### config.mk
export PLATFORM = sky130hd
export DESIGN_NAME = beta_read_return_mux_flat
export DESIGN_NICKNAME = d
export VERILOG_FILES = /design/src/rtl/beta_read_return_mux_if.sv /design/src/rtl/beta_read_return_mux.sv /design/src/flat_wrapper.sv
export SDC_FILE = /design/constraint.sdc
export NUM_CORES = 1
export LEC_CHECK = 0
export BUFFER_PORTS_ARGS = -buffer_cell sky130_fd_sc_hd__buf_2
export CORE_UTILIZATION = 49
export DETAILED_ROUTE_END_ITERATION = 7
export PLACE_DENSITY = 0.9
export SETUP_SLACK_MARGIN = 0.15
export SYNTH_ARGS = -nofsm -noshare
export SYNTH_HDL_FRONTEND = slang
export SYNTH_SLANG_ARGS = --single-unit
### constraint.sdc
create_clock -name clk -period 5.7 [get_ports clk]
set_clock_uncertainty 0.1 [all_clocks]
set_input_delay 1.14 -clock clk [delete_from_list [all_inputs] [get_ports clk]]
set_output_delay 1.14 -clock clk [all_outputs]
set_load 0.005 [all_outputs]
### src/rtl/beta_read_return_mux_if.sv
// Read-return bus between the Beta memory port, the read sources and the return mux.
// The master side issues reads and models the sources. The slave side is the mux.
interface beta_read_return_mux_if #(
   parameter int NSRC  = 4,
   parameter int DW    = 32,
   parameter int SELW  = 3,
   parameter int DEPTH = 4
);
   logic                        req;
   logic [SELW-1:0]             req_sel;
   logic                        req_ready;
   logic [NSRC*DW-1:0]          src_dout;
   logic [NSRC-1:0]             src_valid;
   logic [NSRC-1:0]             src_ack;
   logic [DW-1:0]               beta_mdin;
   logic                        mdin_valid;
   logic                        mdin_err;
   logic [$clog2(DEPTH):0]      pending;

   modport master (
      output req, req_sel, src_dout, src_valid,
      input  req_ready, src_ack, beta_mdin, mdin_valid, mdin_err, pending
   );

   modport slave (
      input  req, req_sel, src_dout, src_valid,
      output req_ready, src_ack, beta_mdin, mdin_valid, mdin_err, pending
   );
endinterface

### src/rtl/beta_read_return_mux.sv
// In-order read-return mux: tracks the source of each issued read and returns the
// source's word, or ERR_DATA on a bad select or watchdog expiry, as a registered word.
module beta_read_return_mux #(
   parameter int            NSRC     = 4,
   parameter int            DW       = 32,
   parameter int            SELW     = 3,
   parameter int            DEPTH    = 4,
   parameter int            TIMEOUT  = 64,
   parameter logic [DW-1:0] ERR_DATA = {DW{1'b0}}
)(
   input logic                   clk,
   input logic                   reset,
   beta_read_return_mux_if.slave bus_io
);
   localparam int AW = $clog2(DEPTH);
   localparam int CW = AW + 1;
   localparam int TW = (TIMEOUT < 2) ? 1 : $clog2(TIMEOUT);

   logic [SELW-1:0] fifo_q [DEPTH];
   logic [AW-1:0]   wr_ptr_q, wr_ptr_d;
   logic [AW-1:0]   rd_ptr_q, rd_ptr_d;
   logic [CW-1:0]   count_q, count_d;
   logic [TW-1:0]   timer_q, timer_d;
   logic [DW-1:0]   mdin_q, mdin_d;
   logic            valid_q, valid_d;
   logic            err_q, err_d;

   logic            enq_s;
   logic            head_v_s;
   logic [SELW-1:0] head_sel_s;
   logic            bad_s;
   logic            hit_s;
   logic [DW-1:0]   hit_data_s;
   logic [NSRC-1:0] ack_s;
   logic            tmo_s;
   logic            retire_s;
   logic            rerr_s;

   assign enq_s      = bus_io.req && (count_q != CW'(DEPTH));
   assign head_v_s   = (count_q != {CW{1'b0}});
   assign head_sel_s = fifo_q[rd_ptr_q];
   // NSRC may equal 2**SELW, so compare with one extra bit.
   assign bad_s      = ({1'b0, head_sel_s} >= (SELW+1)'(NSRC));
   assign tmo_s      = (TIMEOUT != 0) && (timer_q == TW'(TIMEOUT - 1));

   // Look up the head's source; only the head source can be acknowledged.
   always_comb begin
      hit_s      = 1'b0;
      hit_data_s = {DW{1'b0}};
      ack_s      = {NSRC{1'b0}};
      for (int i = 0; i < NSRC; i++) begin
         if (head_v_s && (head_sel_s == SELW'(i)) && bus_io.src_valid[i]) begin
            hit_s      = 1'b1;
            hit_data_s = bus_io.src_dout[i*DW +: DW];
            ack_s[i]   = 1'b1;
         end else begin
            ack_s[i]   = 1'b0;
         end
      end
   end

   assign retire_s = head_v_s && (bad_s || hit_s || tmo_s);
   assign rerr_s   = head_v_s && (bad_s || (!hit_s && tmo_s));

   // Next-state for pointers, occupancy, watchdog and the return register.
   always_comb begin
      wr_ptr_d = enq_s    ? wr_ptr_q + AW'(1) : wr_ptr_q;
      rd_ptr_d = retire_s ? rd_ptr_q + AW'(1) : rd_ptr_q;
      case ({enq_s, retire_s})
         2'b10:   count_d = count_q + CW'(1);
         2'b01:   count_d = count_q - CW'(1);
         default: count_d = count_q;
      endcase
      if (!head_v_s || retire_s) begin
         timer_d = {TW{1'b0}};
      end else begin
         timer_d = timer_q + TW'(1);
      end
      if (retire_s) begin
         mdin_d = rerr_s ? ERR_DATA : hit_data_s;
      end else begin
         mdin_d = mdin_q;
      end
      valid_d = retire_s;
      err_d   = retire_s && rerr_s;
   end

   // State registers with synchronous flush.
   always_ff @(posedge clk) begin
      if (reset) begin
         for (int i = 0; i < DEPTH; i++) fifo_q[i] <= {SELW{1'b0}};
         wr_ptr_q <= {AW{1'b0}};
         rd_ptr_q <= {AW{1'b0}};
         count_q  <= {CW{1'b0}};
         timer_q  <= {TW{1'b0}};
         mdin_q   <= {DW{1'b0}};
         valid_q  <= 1'b0;
         err_q    <= 1'b0;
      end else begin
         if (enq_s) begin
            fifo_q[wr_ptr_q] <= bus_io.req_sel;
         end
         wr_ptr_q <= wr_ptr_d;
         rd_ptr_q <= rd_ptr_d;
         count_q  <= count_d;
         timer_q  <= timer_d;
         mdin_q   <= mdin_d;
         valid_q  <= valid_d;
         err_q    <= err_d;
      end
   end

   assign bus_io.req_ready  = (count_q != CW'(DEPTH));
   assign bus_io.pending    = count_q;
   assign bus_io.src_ack    = ack_s;
   assign bus_io.beta_mdin  = mdin_q;
   assign bus_io.mdin_valid = valid_q;
   assign bus_io.mdin_err   = err_q;
endmodule

### src/flat_wrapper.sv
// flat-port wrapper written by rule: the top's interface ports become plain ports
module beta_read_return_mux_flat 
#(
   parameter int            NSRC     = 4,
   parameter int            DW       = 32,
   parameter int            SELW     = 3,
   parameter int            DEPTH    = 4,
   parameter int            TIMEOUT  = 64,
   parameter logic [DW-1:0] ERR_DATA = {DW{1'b0}}
)
  (clk, reset, bus_io_req, bus_io_req_sel, bus_io_src_dout, bus_io_src_valid, bus_io_req_ready, bus_io_src_ack, bus_io_beta_mdin, bus_io_mdin_valid, bus_io_mdin_err, bus_io_pending);
  beta_read_return_mux_if #(.NSRC(NSRC), .DW(DW), .SELW(SELW), .DEPTH(DEPTH)) bus_io_i ();
  input logic clk;
  input logic reset;
  input wire logic [$bits(bus_io_i.req)-1:0] bus_io_req;
  input wire logic [$bits(bus_io_i.req_sel)-1:0] bus_io_req_sel;
  input wire logic [$bits(bus_io_i.src_dout)-1:0] bus_io_src_dout;
  input wire logic [$bits(bus_io_i.src_valid)-1:0] bus_io_src_valid;
  output wire logic [$bits(bus_io_i.req_ready)-1:0] bus_io_req_ready;
  output wire logic [$bits(bus_io_i.src_ack)-1:0] bus_io_src_ack;
  output wire logic [$bits(bus_io_i.beta_mdin)-1:0] bus_io_beta_mdin;
  output wire logic [$bits(bus_io_i.mdin_valid)-1:0] bus_io_mdin_valid;
  output wire logic [$bits(bus_io_i.mdin_err)-1:0] bus_io_mdin_err;
  output wire logic [$bits(bus_io_i.pending)-1:0] bus_io_pending;
  assign bus_io_i.req = bus_io_req;
  assign bus_io_i.req_sel = bus_io_req_sel;
  assign bus_io_i.src_dout = bus_io_src_dout;
  assign bus_io_i.src_valid = bus_io_src_valid;
  assign bus_io_req_ready = bus_io_i.req_ready;
  assign bus_io_src_ack = bus_io_i.src_ack;
  assign bus_io_beta_mdin = bus_io_i.beta_mdin;
  assign bus_io_mdin_valid = bus_io_i.mdin_valid;
  assign bus_io_mdin_err = bus_io_i.mdin_err;
  assign bus_io_pending = bus_io_i.pending;
  beta_read_return_mux #(.NSRC(NSRC), .DW(DW), .SELW(SELW), .DEPTH(DEPTH), .TIMEOUT(TIMEOUT), .ERR_DATA(ERR_DATA)) u_core (.clk(clk), .reset(reset), .bus_io(bus_io_i));
endmodule
### Word-level counts from Yosys, hierarchy flattened

Memories as Yosys holds them, arrays and structs flattened. A register that Yosys moved wholly into a read port is not among the register bits.
Index checks and enable logic that the tools add are counted.

* $add $sub $neg: 5
* multipliers: 0
* divide/modulo/power cells: 0
* order comparisons: 1
* equality and inequality tests: 7
* shift-type cells: 0
* muxes and demuxes: 23
* bitwise operators: 0
* reductions and logical operators: 24

Operators with widths (number)
* $mux 32: 5
* $logic_and 1x1->1: 13
* $mux 1: 13
* $add 6x1->6 const B: 1
* $eq 3x2->1 const B: 2
* $eq 6x6->1 const B: 1
* $mux 2: 3
* $pmux 3 s2: 1
* $add 2x1->2 const B: 2
* $logic_or 1x1->1: 4
* $add 3x1->3 const B: 1
* $eq 3x1->1 const B: 1
* $ge 3x3->1 const B: 1
* $logic_not 3->1: 1
* $mux 3: 1
* $ne 3x3->1 const B: 1
* $reduce_bool 3->1: 1
* $reduce_or 3->1: 1
* $sub 3x1->3 const B: 1
* $eq 2x1->1 const B: 1
* $eq 2x2->1 const B: 1
* $logic_not 1->1: 2
* $reduce_bool 2->1: 1
* $reduce_or 2->1: 1

* register bits after elaboration: 47
* bits in latches: 0
* bits in writable memories: 12
* memory bits (read-only): 0
* memories kept: 1

Memory list
* u_core.fifo_q: words 4, bits a word 3, rd ports 1, clocked after memory_dff 1, write ports 4, line beta_read_return_mux.sv:19 `logic [SELW-1:0] fifo_q [DEPTH];`

### Longest topological paths before layout

Gate-level depths: netlist of run 1.

* depth after elaboration: 12
* mapped depth: 12
* gate-level depth less buffers: 10

### Worst setup path after synthesis of run 1

Ideal clock, no wire load.

* kind: input -> register
* start point: input port bus_io_src_valid[1]
* end point: register u_core.count_q[2], in the netlist u_core.bus_io.pending[2]
* library setup time: 0.071 ns
* data arrival time: 3.323 ns
* required time: 5.529 ns
* path slack: 2.206 ns
* stages: 11
* buffers on the path: 1
* cell sequence: nor2b_1 a2bb2oi_1 a211o_4 a31oi_4 buf_6 ha_1 inv_1 fa_1 xor2_1 or3_1 a21oi_1

* longest elaborated chain between the ends: 9
* elaborated cells between the ends (all ways): 11

RTL lines
* start, declared: line flat_wrapper.sv:18 `input wire logic [$bits(bus_io_i.src_valid)-1:0] bus_io_src_valid;`
* $logic_and 1x1->1 *: line beta_read_return_mux.sv:52 `if (head_v_s && (head_sel_s == SELW'(i)) && bus_io.src_valid[i]) begin`
* $mux 1 * (3 in series): line beta_read_return_mux.sv:52
* $logic_or 1x1->1 * (2 in series): line beta_read_return_mux.sv:62 `assign retire_s = head_v_s && (bad_s || hit_s || tmo_s);`
* $logic_and 1x1->1 *: line beta_read_return_mux.sv:62
* named net u_core.retire_s: line beta_read_return_mux.sv:36 `logic retire_s;`
* $eq 2x1->1 or $eq 2x2->1 (tied branches): line beta_read_return_mux.sv:69 `case ({enq_s, retire_s})`
* $pmux 3 s2 or $reduce_bool 2->1 (tied branches)
* end signal, assigned: line beta_read_return_mux.sv:94 `count_q <= {CW{1'b0}};`
* end signal, assigned: line beta_read_return_mux.sv:105 `count_q <= count_d;`
* end, declared: line beta_read_return_mux.sv:22 `logic [CW-1:0] count_q, count_d;`

The timed path passes the listed nets; every way through them passes the cells marked *.
A chain may end at the register's enable or synchronous reset.

==> results by group, run 1 <==
Outcome
  • Status: complete, no violations

Clock tree
  • CTS clk-pin slew, worst paths: around 0.06 ns
  • CTS max path bufs: 2
  • CTS H-tree depth: 3
  • Num Clock Sinks: around 60
  • TritonCTS clock tree: done
  • Root buffer cell: clkbuf_8
  • Worst skew pair latency: around 0.34 ns
  • Hold-fix buffer count after cts: 0
  • Postcts setup bufs: 0
  • CTS resizes: 0
  • CTS buffer count: 9

Timing
  • Fin. Hold Viols: 0
  • Final setup vio count: 0
  • Fin. max-slew vios: 0
  • Period utilization: 71.5%
  • Fmax: 0.245 GHz
  • Worst rel slew slack: around a fifth
  • Minimum clock period: 4.08 ns
  • Worst-Margin Slew: roughly 1.2 ns
  • Setup TNS: 0 ns
  • RSZ-0062 raised after global routing: no

Pwr
  • Flop pwr share: between 30% and 40%
  • Power Density: around 410 nW/um^2
  • Comb power frac: 43.4%
  • Switching Share: 38.4%
  • Clock share of power: between 20% and 30%
  • Net Sw Power: about 0.00073 W
  • Leakage Power: between 1.5 and 2 nW
  • Maximum vdd ir drop: 408 uV
  • P_int: 0.00117 W

Setup path
  • Number of cells on the worst reg-to-reg path: 10
  • WP buf/inv: 1
  • WS Path Type: reg -> out
  • CP max stage delay: 0.98 ns
  • Worst Path Required: 4.46 ns
  • R2r setup slk: slightly above 2 ns
  • Startpoint types: register
  • Crit-path cells: mux4_2, nor3_4, buf_2
  • CP endpoint kind: primary output
  • Cell family with most CP delay: simple AND/OR/NAND/NOR gates
  • Max FO, Critical Path: 33
  • Worst path arrival time: between 2 and 3 ns
  • Critical R2R Capture: u_core.bus_io.pending[2]
  • Crit-path slowest cell: nor3_4

Place
  • Placer Congestion: around 0.84
  • Placed inst area: around 4400 um^2
  • IO Port Bufs: 179
  • HPWL after DPL: between 7000 and 8000 um

Route
  • Routed WL: a little over 10000 um
  • Vias per cell: around 6
  • Final ANT Viol Nets: 0
  • Post-route DRC: 0
  • Drt wl/cell: 17.0 um
  • 1st-pass router iterations: 4
  • Vias post-DR: 3649
  • DR iter-0 viols: 170

Yosys
  • Xor/xnor share of the synthesized area: a little over 2%
  • Top cell type's share of synthesized area: around 29%
  • Largest family of logic cells by synthesized area: compound AO/OA/AOI/OAI gates
  • Multiplexer share of the synthesized area: ~3.3%
  • Main synth FF type: dfxtp_1
  • Compound-cell area share of the yosys netlist: ~34%
  • Count leader, synth: dfxtp_1
  • Yosys warns: 0
  • Adder-cell share of the synthesized area: roughly 1.3%
  • Synth top area cells: dfxtp_1, edfxtp_1, o32ai_2, a221oi_1, o221ai_1
  • Cells after Synth: ~340
  • Count of cell types in the netlist: between 40 and 50
  • Mapped Nets: about 480
  • Cell taking the most area after synthesis: dfxtp_1
  • Async SR Flop Fraction: 0%
  • Commonest cells post-synth: dfxtp_1, inv_1, a221oi_1, o221ai_1, o32ai_2
  • Post-synth EDFFs: 12
  • Avg Inst Size Synth: 10.0 um^2
  • Post-Synth Simple-Gate Area: roughly 11%
  • Yosys reg bits: between 60 and 70
  • Post-synthesis sequential area ratio: 39.1%
  • Mapped Area: 3430 um^2

Finish
  • Fill count: 517
  • Nets: 648
  • Storage element area: about 1300 um^2
  • Area Growth Syn to Fin: 33.4%
  • Post-route cell area: around 4600 um^2
  • Share of cells above drive strength 1: 45.6%
  • Footprint of the multi-input gates: approximately 1800 um^2
  • Diodes inserted: 0

Min path
  • Hold Crit Endpoint: u_core.bus_io.beta_mdin[30]
  • HP Start: u_core.bus_io.beta_mdin[30]
  • HP Class: reg -> reg
  • Hold Path Depth: 2

Global route
  • Initial antenna violation count: 0
  • Global-route wire length before repair: approximately 16000 um
  • Number of global-route vias before repair: around 3.3k
  • Global Route Usage Sum: between 20 and 30%
  • Grt total ovfl: 0
  • Pin count of the biggest net entering global routing: 50

Floorplan
  • Boundary Pins: between 150 and 200
  • FP Rows: 30
  • Die width: 85.7 um
  • Starting density of the core: about half
  • Die Ht: between 80 and 90 um
  • Die ar.: 7350 um^2
  • Placeable Area: just under 7000 um^2

Job
  • Max cap viols: 0
-- power by group through the flow --
| stage | clock network (W) | logic, W | registers (W) |
|---|---|---|---|
| final | 0.000429 | 0.000823 | 0.000645 |
| after CTS | 0.000437 | 0.000823 | 0.000643 |
| after global routing | 0.000457 | 0.000894 | 0.000660 |
| after floorplan | 0 | 0.000576 | 0.000635 |
| after detailed placement | 0 | 0.000814 | 0.000651 |
| after global placement | 0 | 0.000784 | 0.000644 |
-- tightest hold or removal path: cells and delay by family (launching register included) --
family	cells	cell delay (ns)
compound gates	1	0.07
flops	1	0.31
buf+inv	1	0.04
-- routing by layer --
metal | part of all wire (%) | GRT usage (%) | up-vias | wire length, um
met2 | 50 | 48.7 | 213 | 5180
li1 | - | - | 1687 | -
met5 | 0 | 0 | - | 0
met1 | 40 | 33.2 | 1726 | 4080
met3 | 8.2 | 6.35 | 23 | 843
met4 | 2.2 | 9.85 | 0 | 224
-- registers in the layout, indices dropped and copies added (netlist names), named ones only --
name and flops:
u_core.bus_io.pending 3, u_core.timer_q 6, u_core.wr_ptr_q 2, u_core.bus_io.mdin_err 1, u_core.rd_ptr_q 2, u_core.bus_io.beta_mdin 32
u_core.fifo_q 12, u_core.bus_io.mdin_valid 1
-- logic make-up after synthesis --
group	Yosys count
AOI/OAI and AO/OA	120
muxes	7
adders and majority gates	3
DFF	61
buffers and inverters	74
xor gates and xnor gates	8
and+or+nand+nor	69
-- area by class of cell --
| class | count | share of cell area, % |
|---|---|---|
| Clock buffer | 13 | 4.15 |
| Clock inverter | 2 | 0.819 |
| Inverter | 44 | 3.60 |
| Multi-Input combinational cell | 207 | 39.2 |
| Sequential cell | 61 | 29.3 |
| Tap cell | 96 | 2.62 |
| Timing Repair Buffer | 184 | 20.4 |
-- how the worst max path moves through the flow --
| stage | from | to | slack (ns) | depth (start not counted) |
|---|---|---|---|---|
| final | register | bus_io_src_ack[1] | 1.62 | 3 |
| after global routing | register | bus_io_src_ack[1] | 1.44 | 3 |
| after CTS | register | bus_io_src_ack[1] | 1.59 | 3 |
| after detailed placement | bus_io_src_valid[0] | u_core.bus_io.pending[2] | 1.66 | 12 |
| after global placement | bus_io_src_valid[1] | bus_io_src_ack[1] | 1.79 | 5 |
| after floorplan | bus_io_src_valid[1] | u_core.bus_io.pending[2] | 2.21 | 11 |
-- stage by stage --
| stage | instances | setup WS (ns) | total power, W | util (%) | hold WS (ns) |
|---|---|---|---|---|---|
| 2_1_floorplan | 342 | 2.21 | 0.00121 | - | 0.358 |
| 3_3_place_gp | 592 | 1.79 | 0.00143 | 64.1 | 0.365 |
| 3_5_place_dp | 592 | 1.66 | 0.00146 | 64.1 | 0.371 |
| 4_1_cts | 607 | 1.59 | 0.00190 | 67.4 | 0.381 |
| 5_1_grt | 607 | 1.44 | 0.00201 | 67.4 | 0.400 |
| 6_report | 607 | 1.62 | 0.00190 | 67.4 | 0.380 |
-- placed cells by master, fill, tap and decap left out, types with 3 or more instances in the layout --
cell        n
a21oi_1     4
a221oi_1   32
and2_1      3
buf_2     179
buf_4       5
clkbuf_8   12
dfxtp_1    49
edfxtp_1   12
inv_1      44
nand2_1    10
nand3_1     8
nor2_1     10
nor2b_1     3
nor3_1     10
nor4_1      4
o21ai_0     5
o221ai_1   32
o311ai_0    3
o32ai_1    13
o32ai_2    19
or2_1       3
xor2_1      6
No activity file was read; power rests on OpenSTA's default activity.
==> inputs of run 2 (changes only) <==
Settings changed: ABC_AREA set to 1, CORE_UTILIZATION 49 to 42, PLACE_DENSITY 0.9 to 0.82.
Clock period 5.7 ns to 3.6 ns, I/O delays scaled along.
==> results by group, run 2 <==
Outcome
  • Status: complete, no violations (unchanged)

Clock tree
  • CTS max path bufs: 2 (unchanged)
  • Hold-fix buffer count after cts: 0 (unchanged)
  • TritonCTS clock tree: done (unchanged)
  • CTS buffer count: 9 (unchanged)
  • Postcts setup bufs: 0 (unchanged)
  • Num Clock Sinks: 61 (unchanged)
  • Root buffer cell: clkbuf_8 (unchanged)
  • Worst skew pair latency: 0.33 ns (was 0.34 ns)
  • CTS H-tree depth: 3 (unchanged)
  • CTS clk-pin slew, worst paths: 0.07 ns (was 0.06 ns)
  • CTS resizes: 0 (unchanged)

Pwr
  • Leakage Power: 2.43 nW (was 1.94 nW)
  • Maximum vdd ir drop: 571 uV (was 408 uV)
  • Power Density: 617 nW/um^2 (was 414 nW/um^2)

Yosys
  • Commonest cells post-synth: nand2_1, nand3_1, inv_1 (was dfxtp_1, inv_1, a221oi_1, o221ai_1, o32ai_2)
  • Synth top area cells: dfxtp_1, nand2_1, nand3_1, edfxtp_1, inv_1 (was dfxtp_1, edfxtp_1, o32ai_2, a221oi_1, o221ai_1)
  • Cell taking the most area after synthesis: dfxtp_1 (unchanged)
  • Avg Inst Size Synth: 6.60 um^2 (was 10.0 um^2)
  • Top cell type's share of synthesized area: 27.6% (was 28.6%)
  • Count leader, synth: nand2_1 (was dfxtp_1)
  • Cells after Synth: 539 (was 342)
  • Post-synth EDFFs: 12 (unchanged)
  • Main synth FF type: dfxtp_1 (unchanged)
  • Async SR Flop Fraction: 0% (unchanged)
  • Mapped Nets: 680 (was 483)
  • Post-synthesis sequential area ratio: 37.7% (was 39.1%)
  • Count of cell types in the netlist: 28 (was 49)
  • Yosys warns: 0 (unchanged)
  • Yosys reg bits: 61 (unchanged)
  • Mapped Area: 3560 um^2 (was 3430 um^2)

Floorplan
  • Boundary Pins: 180 (unchanged)
  • Die width: 94.0 um (was 85.7 um)
  • Die ar.: 8840 um^2 (was 7350 um^2)
  • Placeable Area: 8220 um^2 (was 6790 um^2)
  • FP Rows: 33 (was 30)
  • Die Ht: 94.0 um (was 85.7 um)
  • Starting density of the core: 43.3% (was 50.6%)

Setup path
  • CP endpoint kind: primary output (unchanged)
  • Critical R2R Capture: u_core.bus_io.pending[2] (unchanged)
  • Crit-path cells: inv_2, nand2_1, nand3_1, nand2_1, nand2_2, nor2_4, buf_4, buf_2 (was mux4_2, nor3_4, buf_2)
  • Crit-path slowest cell: dfxtp_1 (was nor3_4)
  • WP buf/inv: 3 (was 1)
  • Startpoint types: register (unchanged)
  • Max FO, Critical Path: 33 (unchanged)
  • Cell mode on critical path: nand2_1
  • Worst path arrival time: 1.99 ns (was 2.84 ns)
  • Number of cells on the worst reg-to-reg path: 17 (was 10)
  • R2r setup slk: 0.82 ns (was 2.02 ns)
  • WS Path Type: reg -> out (unchanged)
  • CP max stage delay: 0.45 ns (was 0.98 ns)
  • Cell family with most CP delay: buffers and inverters (was simple AND/OR/NAND/NOR gates)
  • Worst Path Required: 2.78 ns (was 4.46 ns)

Timing
  • Worst rel slew slack: 57.2% (was 19.4%)
  • Period utilization: ~78%
  • Fin. max-slew vios: 0 (unchanged)
  • Setup TNS: 0 ns (unchanged)
  • Minimum clock period: around 2.8 ns
  • Worst-Margin Slew: 0.637 ns (was 1.21 ns)
  • RSZ-0062 raised after global routing: no (unchanged)
  • Final setup vio count: 0 (unchanged)
  • Fin. Hold Viols: 0 (unchanged)
  • Fmax: about 0.36 GHz
  • Final setup margin: 0.794 ns (was 1.62 ns)

Job
  • Max cap viols: 0 (unchanged)

Global route
  • Grt total ovfl: 0 (unchanged)
  • Number of global-route vias before repair: 3437 (was 3275)
  • Pin count of the biggest net entering global routing: 35 (was 50)
  • Global Route Usage Sum: 21.5% (was 27.7%)
  • Initial antenna violation count: 0 (unchanged)
  • Global-route wire length before repair: 14900 um (was 15800 um)

Finish
  • Layout Cells excl Fill: 821 (was 607)
  • Max FFs per register: 32 (unchanged)
  • Share of cells above drive strength 1: 32.8% (was 45.6%)
  • Most frequent cells in the layout: nand2_1, buf_2, nand3_1, inv_1, dfxtp_1 (was buf_2, dfxtp_1, inv_1, o221ai_1, a221oi_1)
  • Nets: 852 (was 648)
  • Area Growth Syn to Fin: 31.4% (was 33.4%)
  • Diodes inserted: 0 (unchanged)
  • Most common cell after layout, fill and taps aside: nand2_1 (was buf_2)

Route
  • Drt wl/cell: 12.0 um (was 17.0 um)
  • Vias post-DR: 3932 (was 3649)
  • Final ANT Viol Nets: 0 (unchanged)
  • Post-route DRC: 0 (unchanged)
  • 1st-pass router iterations: 4 (unchanged)
  • DR iter-0 viols: 134 (was 170)
  • Vias per cell: 4.79 (was 6.01)
  • Routed WL: 9840 um (was 10300 um)

Place
  • IO Port Bufs: 179 (unchanged)
  • Placer Congestion: 0.856 (was 0.837)
  • HPWL after DPL: 7430 um (was 7450 um)
  • Placed cells: 805 (was 592)
  • Placement Setup Slack: 0.675 ns (was 1.66 ns)

Min path
  • Hold Crit Endpoint: u_core.timer_q[0] (was u_core.bus_io.beta_mdin[30])
  • HP Class: reg -> reg (unchanged)
  • HP Start: u_core.timer_q[0] (was u_core.bus_io.beta_mdin[30])
  • Hold Path Depth: 1 (was 2)
-- run 2: metrics by stage --
step	instance area, um^2	util [%]	hold slack (ns)	total power [W]
detailed placement	4480	54.6	0.339	0.00231
finish	4670	56.9	0.345	0.00289
CTS	4670	56.9	0.350	0.00291
floorplan	3560	-	0.318	0.00190
global placement	4480	54.6	0.330	0.00226
global route	4670	56.9	0.380	0.00311
-- run 2: layer usage --
metal  global-route usage [%]  routed length, um  share of wire (%)
met5                        0                  0                  0
met1                     24.0               3930                 40
met2                     40.1               4940                 50
met4                     5.26                 68               0.69
met3                     5.91                904                9.2
-- run 2: cells by family (layout without fill, tap and decap cells) --
kind of cell | Yosys count | after routing | synth area share, %
buffers and inverters | 105 | 282 | 12.7
flip-flops | 61 | 61 | 37.7
AND/OR/NAND/NOR | 317 | 317 | 38.7
XOR/XNOR | 5 | 5 | 1.23
AO/OA/AOI/OAI | 48 | 48 | 8.34
adder cells (fa/ha/maj) | 3 | 3 | 1.27
-- run 2: where the power goes --
part,leakage [nW],switching [W],internal (W)
combinational,1.82,0.000780,0.000504
sequential,0.524,0.000118,0.000899
clock,0.0903,0.000266,0.000318
total,2.43,0.00116,0.00172
-- run 2: cell type report --
| type | instances | area, um^2 |
|---|---|---|
| fillers | 783 | 3540 |
| multi-input cells | 373 | 1760 |
| flip-flops and latches | 61 | 1340 |
| repair buffers | 186 | 948 |
| inverters | 80 | 300 |
| well taps | 105 | 131 |
| clock buffers | 10 | 128 |
| clock inverters | 6 | 62.6 |
-- run 2: worst max path at each step --
| stage | to | cells past startpoint |
|---|---|---|
| after detailed placement | u_core.bus_io.pending[2] | 15 |
| final | bus_io_src_ack[1] | 8 |
| after CTS | bus_io_src_ack[1] | 8 |
| after floorplan | u_core.bus_io.pending[2] | 14 |
| after global placement | u_core.bus_io.pending[2] | 15 |
| after global routing | u_core.bus_io.pending[2] | 17 |
-- run 2: worst reg2reg max path, delay by kind of cell (launching register included) --
family          cells  cell delay [ns]
fa+ha+maj           2             0.54
simple gates        6             0.67
compound gates      5             0.62
buf+inv             4             0.31
flops               1             0.45
